$ cat config.mk
export PLATFORM = sky130hd
export DESIGN_NAME = video_sync_gen_flat
export DESIGN_NICKNAME = d
export VERILOG_FILES = /design/src/rtl/video_sync_gen_if.sv /design/src/rtl/video_sync_gen.sv /design/src/flat_wrapper.sv
export SDC_FILE = /design/constraint.sdc
export NUM_CORES = 1
export LEC_CHECK = 0
export CELL_PAD_IN_SITES_DETAIL_PLACEMENT = 1
export CELL_PAD_IN_SITES_GLOBAL_PLACEMENT = 1
export CORE_UTILIZATION = 41
export DETAILED_ROUTE_END_ITERATION = 10
export PLACE_DENSITY_LB_ADDON = 0.1
export SLEW_MARGIN = 30
export SYNTH_ARGS = -nofsm -noshare
export SYNTH_HDL_FRONTEND = slang
export SYNTH_SLANG_ARGS = --single-unit
$ cat constraint.sdc
create_clock -name clk100 -period 3.24 [get_ports clk100]
set_input_delay 0.324 -clock clk100 [delete_from_list [all_inputs] [get_ports clk100]]
set_output_delay 0.324 -clock clk100 [all_outputs]
set_load 0.01 [all_outputs]
$ cat src/rtl/video_sync_gen_if.sv
// Raster timing bundle between the sync generator (master) and its consumers (slave).
// CSYNC exists only when VSG_CSYNC_EN is defined.
interface video_sync_gen_if;
  logic       SC_1H;
  logic [8:0] hcount;
  logic [8:0] vcount;
  logic       HBLANK;
  logic       VBLANK;
  logic       HSYNC;
  logic       VSYNC;
  logic       pix_tick;
  logic       line_start;
  logic       frame_start;
`ifdef VSG_CSYNC_EN
  logic       CSYNC;
`endif

  modport master (
    input  SC_1H,
    output hcount, vcount, HBLANK, VBLANK, HSYNC, VSYNC,
           pix_tick, line_start, frame_start
`ifdef VSG_CSYNC_EN
    , output CSYNC
`endif
  );

  modport slave (
    output SC_1H,
    input  hcount, vcount, HBLANK, VBLANK, HSYNC, VSYNC,
           pix_tick, line_start, frame_start
`ifdef VSG_CSYNC_EN
    , input CSYNC
`endif
  );
endinterface

$ cat src/rtl/video_sync_gen.sv
// Raster timing generator: counts SC_1H rising edges into pixel/line positions and decodes
// blanking, sync and strobe outputs. Optional composite sync output with VSG_CSYNC_EN.
module video_sync_gen #(
  parameter int H_TOTAL      = 456,
  parameter int H_ACTIVE     = 320,
  parameter int H_SYNC_START = 336,
  parameter int H_SYNC_LEN   = 32,
  parameter int V_TOTAL      = 262,
  parameter int V_ACTIVE     = 240,
  parameter int V_SYNC_START = 244,
  parameter int V_SYNC_LEN   = 3
) (
  input  logic             clk100,
  input  logic             rst,
  video_sync_gen_if.master vid
);

  localparam logic [8:0] H_LAST = 9'(H_TOTAL - 1);
  localparam logic [8:0] H_ACT  = 9'(H_ACTIVE);
  localparam logic [8:0] H_SS   = 9'(H_SYNC_START);
  localparam logic [8:0] H_SE   = 9'(H_SYNC_START + H_SYNC_LEN);
  localparam logic [8:0] V_LAST = 9'(V_TOTAL - 1);
  localparam logic [8:0] V_ACT  = 9'(V_ACTIVE);
  localparam logic [8:0] V_SS   = 9'(V_SYNC_START);
  localparam logic [8:0] V_SE   = 9'(V_SYNC_START + V_SYNC_LEN);

  typedef enum logic [1:0] {PH_ACT, PH_FP, PH_SYNC, PH_BP} phase_t;

  // Later boundaries win so zero-length phases are skipped in a single step.
  function automatic phase_t phase_at(input phase_t cur, input logic [8:0] pos,
                                      input logic [8:0] act, input logic [8:0] ss,
                                      input logic [8:0] se);
    phase_t ph;
    ph = cur;
    if (pos == 9'd0)     ph = PH_ACT;
    else if (pos == se)  ph = PH_BP;
    else if (pos == ss)  ph = PH_SYNC;
    else if (pos == act) ph = PH_FP;
    return ph;
  endfunction

  logic       sc1h_q;
  logic       tick;
  logic       h_wrap;
  logic       v_wrap;
  logic [8:0] hcount_q, hcount_nxt;
  logic [8:0] vcount_q, vcount_nxt;
  phase_t     h_state, h_state_nxt;
  phase_t     v_state, v_state_nxt;

  logic       hblank_d, vblank_d, hsync_d, vsync_d, line_d, frame_d;
  logic       hblank_q, vblank_q, hsync_q, vsync_q, line_q, frame_q, pix_tick_q;

  // Stage 0: edge detect and next-state counters/phases.
  always_comb begin
    tick        = vid.SC_1H & ~sc1h_q;
    h_wrap      = (hcount_q == H_LAST);
    v_wrap      = (vcount_q == V_LAST);
    hcount_nxt  = hcount_q;
    vcount_nxt  = vcount_q;
    h_state_nxt = h_state;
    v_state_nxt = v_state;
    if (tick) begin
      hcount_nxt  = h_wrap ? 9'd0 : hcount_q + 9'd1;
      h_state_nxt = phase_at(h_state, hcount_nxt, H_ACT, H_SS, H_SE);
      if (h_wrap) begin
        vcount_nxt  = v_wrap ? 9'd0 : vcount_q + 9'd1;
        v_state_nxt = phase_at(v_state, vcount_nxt, V_ACT, V_SS, V_SE);
      end
    end
  end

  always_comb begin
    hblank_d = (h_state_nxt != PH_ACT);
    hsync_d  = (h_state_nxt == PH_SYNC);
    vblank_d = (v_state_nxt != PH_ACT);
    vsync_d  = (v_state_nxt == PH_SYNC);
    line_d   = tick & h_wrap;
    frame_d  = tick & h_wrap & v_wrap;
  end

  // Stage 1: counters, phases and decoded flags all land on the same edge.
  always_ff @(posedge clk100 or posedge rst) begin
    if (rst) begin
      sc1h_q   <= 1'b1;
      hcount_q <= 9'd0;
      vcount_q <= 9'd0;
      h_state  <= PH_ACT;
      v_state  <= PH_ACT;
    end else begin
      sc1h_q   <= vid.SC_1H;
      hcount_q <= hcount_nxt;
      vcount_q <= vcount_nxt;
      h_state  <= h_state_nxt;
      v_state  <= v_state_nxt;
    end
  end

  always_ff @(posedge clk100 or posedge rst) begin
    if (rst) begin
      hblank_q   <= 1'b0;
      vblank_q   <= 1'b0;
      hsync_q    <= 1'b0;
      vsync_q    <= 1'b0;
      line_q     <= 1'b0;
      frame_q    <= 1'b0;
      pix_tick_q <= 1'b0;
    end else begin
      hblank_q   <= hblank_d;
      vblank_q   <= vblank_d;
      hsync_q    <= hsync_d;
      vsync_q    <= vsync_d;
      line_q     <= line_d;
      frame_q    <= frame_d;
      pix_tick_q <= tick;
    end
  end

  assign vid.hcount      = hcount_q;
  assign vid.vcount      = vcount_q;
  assign vid.HBLANK      = hblank_q;
  assign vid.VBLANK      = vblank_q;
  assign vid.HSYNC       = hsync_q;
  assign vid.VSYNC       = vsync_q;
  assign vid.pix_tick    = pix_tick_q;
  assign vid.line_start  = line_q;
  assign vid.frame_start = frame_q;

`ifdef VSG_CSYNC_EN
  logic csync_q;

  always_ff @(posedge clk100 or posedge rst) begin
    if (rst) csync_q <= 1'b0;
    else     csync_q <= hsync_d ^ vsync_d;
  end

  assign vid.CSYNC = csync_q;
`endif

endmodule

$ cat src/flat_wrapper.sv
// flat-port wrapper written by rule: the top's interface ports become plain ports
module video_sync_gen_flat 
#(
  parameter int H_TOTAL      = 456,
  parameter int H_ACTIVE     = 320,
  parameter int H_SYNC_START = 336,
  parameter int H_SYNC_LEN   = 32,
  parameter int V_TOTAL      = 262,
  parameter int V_ACTIVE     = 240,
  parameter int V_SYNC_START = 244,
  parameter int V_SYNC_LEN   = 3
)
  (clk100, rst, vid_SC_1H, vid_hcount, vid_vcount, vid_HBLANK, vid_VBLANK, vid_HSYNC, vid_VSYNC, vid_pix_tick, vid_line_start, vid_frame_start);
  video_sync_gen_if vid_i ();
  input  logic clk100;
  input  logic rst;
  input wire logic [$bits(vid_i.SC_1H)-1:0] vid_SC_1H;
  output wire logic [$bits(vid_i.hcount)-1:0] vid_hcount;
  output wire logic [$bits(vid_i.vcount)-1:0] vid_vcount;
  output wire logic [$bits(vid_i.HBLANK)-1:0] vid_HBLANK;
  output wire logic [$bits(vid_i.VBLANK)-1:0] vid_VBLANK;
  output wire logic [$bits(vid_i.HSYNC)-1:0] vid_HSYNC;
  output wire logic [$bits(vid_i.VSYNC)-1:0] vid_VSYNC;
  output wire logic [$bits(vid_i.pix_tick)-1:0] vid_pix_tick;
  output wire logic [$bits(vid_i.line_start)-1:0] vid_line_start;
  output wire logic [$bits(vid_i.frame_start)-1:0] vid_frame_start;
  assign vid_i.SC_1H = vid_SC_1H;
  assign vid_hcount = vid_i.hcount;
  assign vid_vcount = vid_i.vcount;
  assign vid_HBLANK = vid_i.HBLANK;
  assign vid_VBLANK = vid_i.VBLANK;
  assign vid_HSYNC = vid_i.HSYNC;
  assign vid_VSYNC = vid_i.VSYNC;
  assign vid_pix_tick = vid_i.pix_tick;
  assign vid_line_start = vid_i.line_start;
  assign vid_frame_start = vid_i.frame_start;
  video_sync_gen #(.H_TOTAL(H_TOTAL), .H_ACTIVE(H_ACTIVE), .H_SYNC_START(H_SYNC_START), .H_SYNC_LEN(H_SYNC_LEN), .V_TOTAL(V_TOTAL), .V_ACTIVE(V_ACTIVE), .V_SYNC_START(V_SYNC_START), .V_SYNC_LEN(V_SYNC_LEN)) u_core (.clk100(clk100), .rst(rst), .vid(vid_i));
endmodule
Yosys cells after proc, flatten, opt, wreduce, memory -nomap -nowiden

Cells that the tools add are included.

Register bits after elaboration: 30
Bits of input ports: 3
Output and inout port bits: 25
Word-level logic and storage cells: 46

$add $sub $neg: 2
Equality and inequality tests: 10
Mux-type cells: 13
Bitwise operators: 4
Reductions and logical operators: 5

Operators with widths:

| kind                                           | count |
|---|---|
| == test 9 bit (second input constant)          | 5 |
| == test 9 x 8 -> 1 bit (second input constant) | 3 |
| two-way mux 2 bit                              | 11 |
| adder 9 x 1 -> 9 bit (second input constant)   | 2 |
| zero test 9 bit                                | 2 |
| two-way mux 9 bit                              | 2 |
| == test 2 bit (second input constant)          | 2 |
| nonzero test 2 bit                             | 2 |
| bitwise AND 1 bit                              | 3 |
| AND reduction 2 bit                            | 1 |
| NOT 1 bit                                      | 1 |

Logic depth before layout (Yosys ltp)

Depth after elaboration: 10
Depth in mapped cells: 8
Mapped depth without buffers: 8

Worst setup path after synthesis

Ideal clock, no wire load.

Kind: register -> register
Start: register u_core.vcount_q[1], in the netlist u_core.vid.vcount[1]
End: register u_core.vblank_q, in the netlist u_core.vid.VBLANK
Library setup time: 0.132 ns
Arrival time: 2.317 ns
Data required time: 3.108 ns
Path slack: 0.792 ns
Cell stages (with the launch flop): 9
Period minus slack after synthesis: 2.448 ns
Path through: dfrtp_1 > ha_1 > buf_2 > nand3_1 > xor2_1 > a2111o_1 > o31ai_4 > a21oi_1 > or3b_1

Longest elaborated chain between the ends: 10
Elaborated cells on any way between the ends: 14

Ends and longest elaborated chain:

| item                                                         | line                                       | RTL |
|---|---|---|
| start: declaration                                           | video_sync_gen.sv:47                       | `logic [8:0] vcount_q, vcount_nxt;` |
| start signal: assignment                                     | video_sync_gen.sv:93                       | `vcount_q <= vcount_nxt;` |
| adder 9 x 1 -> 9 bit / == test 9 bit (equally long branches) | video_sync_gen.sv:67, video_sync_gen.sv:58 |  |
| two-way mux 9 bit *                                          | video_sync_gen.sv:67                       | `vcount_nxt = v_wrap ? 9'd0 : vcount_q + 9'd1;` |
| == test 9 x 8 -> 1 bit                                       | video_sync_gen.sv:38                       | `else if (pos == act) ph = PH_FP;` |
| two-way mux 2 bit                                            | video_sync_gen.sv:38                       |  |
| two-way mux 2 bit                                            | video_sync_gen.sv:37                       | `else if (pos == ss) ph = PH_SYNC;` |
| two-way mux 2 bit                                            | video_sync_gen.sv:36                       | `else if (pos == se) ph = PH_BP;` |
| two-way mux 2 bit *                                          | video_sync_gen.sv:35                       | `if (pos == 9'd0) ph = PH_ACT;` |
| two-way mux 2 bit *                                          | video_sync_gen.sv:66                       | `if (h_wrap) begin` |
| two-way mux 2 bit *                                          | video_sync_gen.sv:63                       | `if (tick) begin` |
| nonzero test 2 bit *                                         | video_sync_gen.sv:76                       | `vblank_d = (v_state_nxt != PH_ACT);` |
| via u_core.vblank_d                                          | video_sync_gen.sv:51                       | `logic hblank_d, vblank_d, hsync_d, vsync_d, line_d, frame_d;` |
| end signal: assignment                                       | video_sync_gen.sv:110                      | `vblank_q <= vblank_d;` |
| end: declaration                                             | video_sync_gen.sv:52                       | `logic hblank_q, vblank_q, hsync_q, vsync_q, line_q, frame_q, pix_tick_q;` |

Mark *: on every way through the listed nets, which the timed path passes. The rest lies on a longest branch.
A chain may end at the register's enable or synchronous reset.

Final worst setup path

Start: register u_core.vcount_q[0], in the netlist u_core.vid.vcount[0]
End: register u_core.vblank_q, in the netlist u_core.vid.VBLANK

Same word-level chain as after synthesis.

==> impl_summary.log <==
INFO  metric run_status = finished clean
INFO  metric chipWidth = 69.8 µm
INFO  metric gr-total-overflow = 0
INFO  metric synth_top_cell_area_share = 38.5%
INFO  metric antenna_cells = 0
INFO  metric fin_setup_tns = 0 ns
INFO  metric timing.rr.end = u_core.vid.VBLANK
INFO  metric synth_sequential_area_ratio = 39.9%
INFO  metric timing.critical_path.from = u_core.vid.vcount[0]
INFO  metric static_leak = 0.957 nW
INFO  metric holdCritPathClass = primary input to asynchronous set/reset pin
INFO  metric yosysMostFrequentCell = dfrtp_1
INFO  metric number_of_enable_type_register_cells_in_the_synthesized_netlist = 0
INFO  metric setup_viol = 0
INFO  metric path_max_fanout = 13
INFO  metric placed_cells = 281
INFO  metric yosysWarnings = 0
INFO  metric max-clock-path-buffers = 2
INFO  metric via_count_of_the_first_global_routing_pass = 1809
INFO  metric async_reset_ff_share = 100%
INFO  metric dp_hpwl = 3.57 mm
INFO  metric slew_headroom = 62.3%
INFO  metric layoutNonFillerInstCount = 289
INFO  metric period_minus_slack = 2.82 ns
INFO  metric layout_area_overhead = 19.9%
INFO  metric synth_top_family_by_area = simple AND/OR/NAND/NOR gates
INFO  metric final_min_period_over_clock_period = 87.0%
INFO  metric worst_ep_required_time = 3.39 ns
INFO  metric drive_gt1_share = 8.44%
INFO  metric synth.ff_latch_count = 30
INFO  metric cp_slowest_stage_delay = 0.58 ns
INFO  metric cts_max_level = 2
INFO  metric tritoncts = done
INFO  metric synth.cell_area = 0.00188 mm²
INFO  metric power.density_cell_area = 478 mW/mm²
INFO  metric timing_max_transition_violations_final = 0
INFO  metric grt_antenna_before_repair = 0
INFO  metric hold-worst-slack = 0.415 ns
INFO  metric post_cts.resized_instances = 0
INFO  metric multiplexer_area_fraction_after_synthesis = 0%
INFO  metric cts_made_buffers = 5
INFO  metric fmax = 0.355 GHz
INFO  metric simple_gate_fraction_of_synth_area = 25.4%
INFO  metric detail_route.wirelength = 4.92 mm
INFO  metric reg2reg_setup_slack = 0.42 ns
INFO  metric grt.total_usage = 22.7%
INFO  metric placementRows = 24
INFO  metric detail_route.iter0.violations = 70
INFO  metric drt_pre_antenna_iters = 4
INFO  metric synth_common_cells = dfrtp_1, nand2_1, o21ai_0
INFO  metric die_y = 69.8 µm
INFO  metric count_of_endpoints_failing_hold_in_the_final_timing_report = 0
INFO  metric design.die.area = 0.00487 mm²
INFO  metric cp_slowest_cell = dfrtp_1
INFO  metric setup.worst_path.class = flip-flop to flip-flop
INFO  metric post_synth_inst_count = 215
INFO  metric clk_pin_slew = 0.06 ns
INFO  metric post-cts-setup-buffer-count = 0
INFO  metric synth_top_cells_by_area = dfrtp_1, nand2_1, o21ai_0
INFO  metric grt_max_degree = 31
INFO  metric place.port_buffers = 27
INFO  metric cts.root.buffer_cell = clkbuf_8
INFO  metric crit_chain = ha_1 > nand3_1 > xor2_1 > a2111o_1 > o21ai_0 > a21oi_1 > or3b_1
INFO  metric synthAdderAreaFrac = 2.66%
INFO  metric timing.critical_path.arrival = 2.97 ns
INFO  metric vias = 1729
INFO  metric place_congestion = 0.812
INFO  metric timing.clock.skew = 0.00671 ns
INFO  metric power.ir.vdd_worst = 0.167 mV
INFO  metric synth-compound-area-share = 20.8%
INFO  metric synth.lib_cells_used.distinct = 54
INFO  metric timing.rr.start = u_core.vid.vcount[0]
INFO  metric grt_first_pass_wirelength = 8.77 mm
INFO  metric tritoncts_num_sinks = 30
INFO  metric synthesized_nets = 222
INFO  metric max-cap-violations = 0
INFO  metric critPathLaunchType = flip-flop
INFO  metric floorplan.initialDensity = 43.0%
INFO  metric num_io_pins = 28
INFO  metric final_antenna_net_count = 0
INFO  metric drcViolationCount = 0
INFO  metric netlist.top_cell.by_area = dfrtp_1
INFO  metric synth-xor-area-share = 6.04%
INFO  metric final_nets = 243
INFO  metric timing_worst_slew_pin_value = 0.564 ns
INFO  metric postSynthAreaPerCell = 8.76 µm²
INFO  metric timing.reg2reg.worst_path_depth = 7
INFO  metric grt_setup_unrepaired = no
INFO  metric synthFlopType = dfrtp_1
INFO  metric worstSetupEndpointType = flip-flop
INFO  metric num-fill-cells = 526
INFO  metric via_per_inst = 5.98
INFO  metric clkLatencyLatePin = 0.28 ns
INFO  metric cts_hold_buf = 0
INFO  metric core_area = 0.00438 mm²
INFO  metric routed_wire_length_per_instance = 17.0 µm
[logic make-up after synthesis]
| family | Yosys count |
|---|---|
| AO/OA/AOI/OAI | 56 |
| XOR/XNOR | 13 |
| adder cells (fa/ha/maj) | 4 |
| buffers and inverters | 23 |
| flip-flops | 30 |
| AND/OR/NAND/NOR | 89 |
[layout by cell type (no fill, tap or decap), drive strengths merged, types with 4 or more instances in the layout]
cell type	Yosys	routed
a21oi	6	6
a31oi	7	7
and3	6	6
clkbuf	7	7
clkdlybuf4s50	0	27
dfrtp	29	29
ha	4	4
inv	7	7
nand2	27	27
nand3	11	11
nor2	12	12
nor3	9	9
o21ai	17	17
o31ai	4	4
xnor2	7	7
xor2	6	6
[routing by layer]
metal,global-route usage (%),share of wire [%]
met5,0,0
met4,9.11,2.2
met3,4.65,2.8
met2,39.6,52
met1,27.1,43
[layout make-up]
type	instances	area [µm²]	share of cell area (%)
Clock buffer	7	86.3	3.82
Clock inverter	1	5.00	0.221
Inverter	8	30.0	1.33
Multi-Input combinational cell	162	1040	45.8
Sequential cell	30	752	33.3
Tap cell	52	65.1	2.88
Timing Repair Buffer	29	285	12.6
[critical path: cells and delay by family (launching register included)]
| kind | cells | cell delay, ns |
|---|---|---|
| compound gates | 3 | 0.85 |
| simple gates | 2 | 0.62 |
| flops | 1 | 0.58 |
| fa+ha+maj | 1 | 0.43 |
| xor+xnor | 1 | 0.21 |
[flip-flops by register name (all words and copies together), names as in the netlist]
name,count
u_core.vid.hcount,9
u_core.vid.vcount,9
u_core.h_state,2
u_core.v_state,2
u_core.sc1h_q,1
u_core.vid.HBLANK,1
u_core.vid.HSYNC,1
u_core.vid.VBLANK,1
u_core.vid.VSYNC,1
u_core.vid.frame_start,1
u_core.vid.line_start,1
u_core.vid.pix_tick,1
[worst max path at each step]
stage / end / slack, ns / depth (start not counted)
2_1_floorplan: u_core.vid.VBLANK / 0.79 / 8
3_3_place_gp: u_core.vid.VBLANK / 0.60 / 7
3_5_place_dp: u_core.vid.VBLANK / 0.44 / 7
4_1_cts: u_core.vid.VBLANK / 0.42 / 7
5_1_grt: u_core.vid.VBLANK / 0.21 / 7
6_report: u_core.vid.VBLANK / 0.42 / 7
[metrics by stage]
stage	power [mW]	setup WS, ns	util, %	instance area, µm²
floorplan	0.663	0.792	-	1880
global placement	0.756	0.603	49.5	2170
detailed placement	0.773	0.441	49.5	2170
CTS	1.09	0.420	51.5	2260
global route	1.15	0.211	51.5	2260
finish	1.08	0.423	51.5	2260
[report_power, final]
part | switching, mW | internal [mW]
clock | 0.140 | 0.171
combinational | 0.129 | 0.137
sequential | 0.0947 | 0.409
Power figures use the tool's default switching activity.
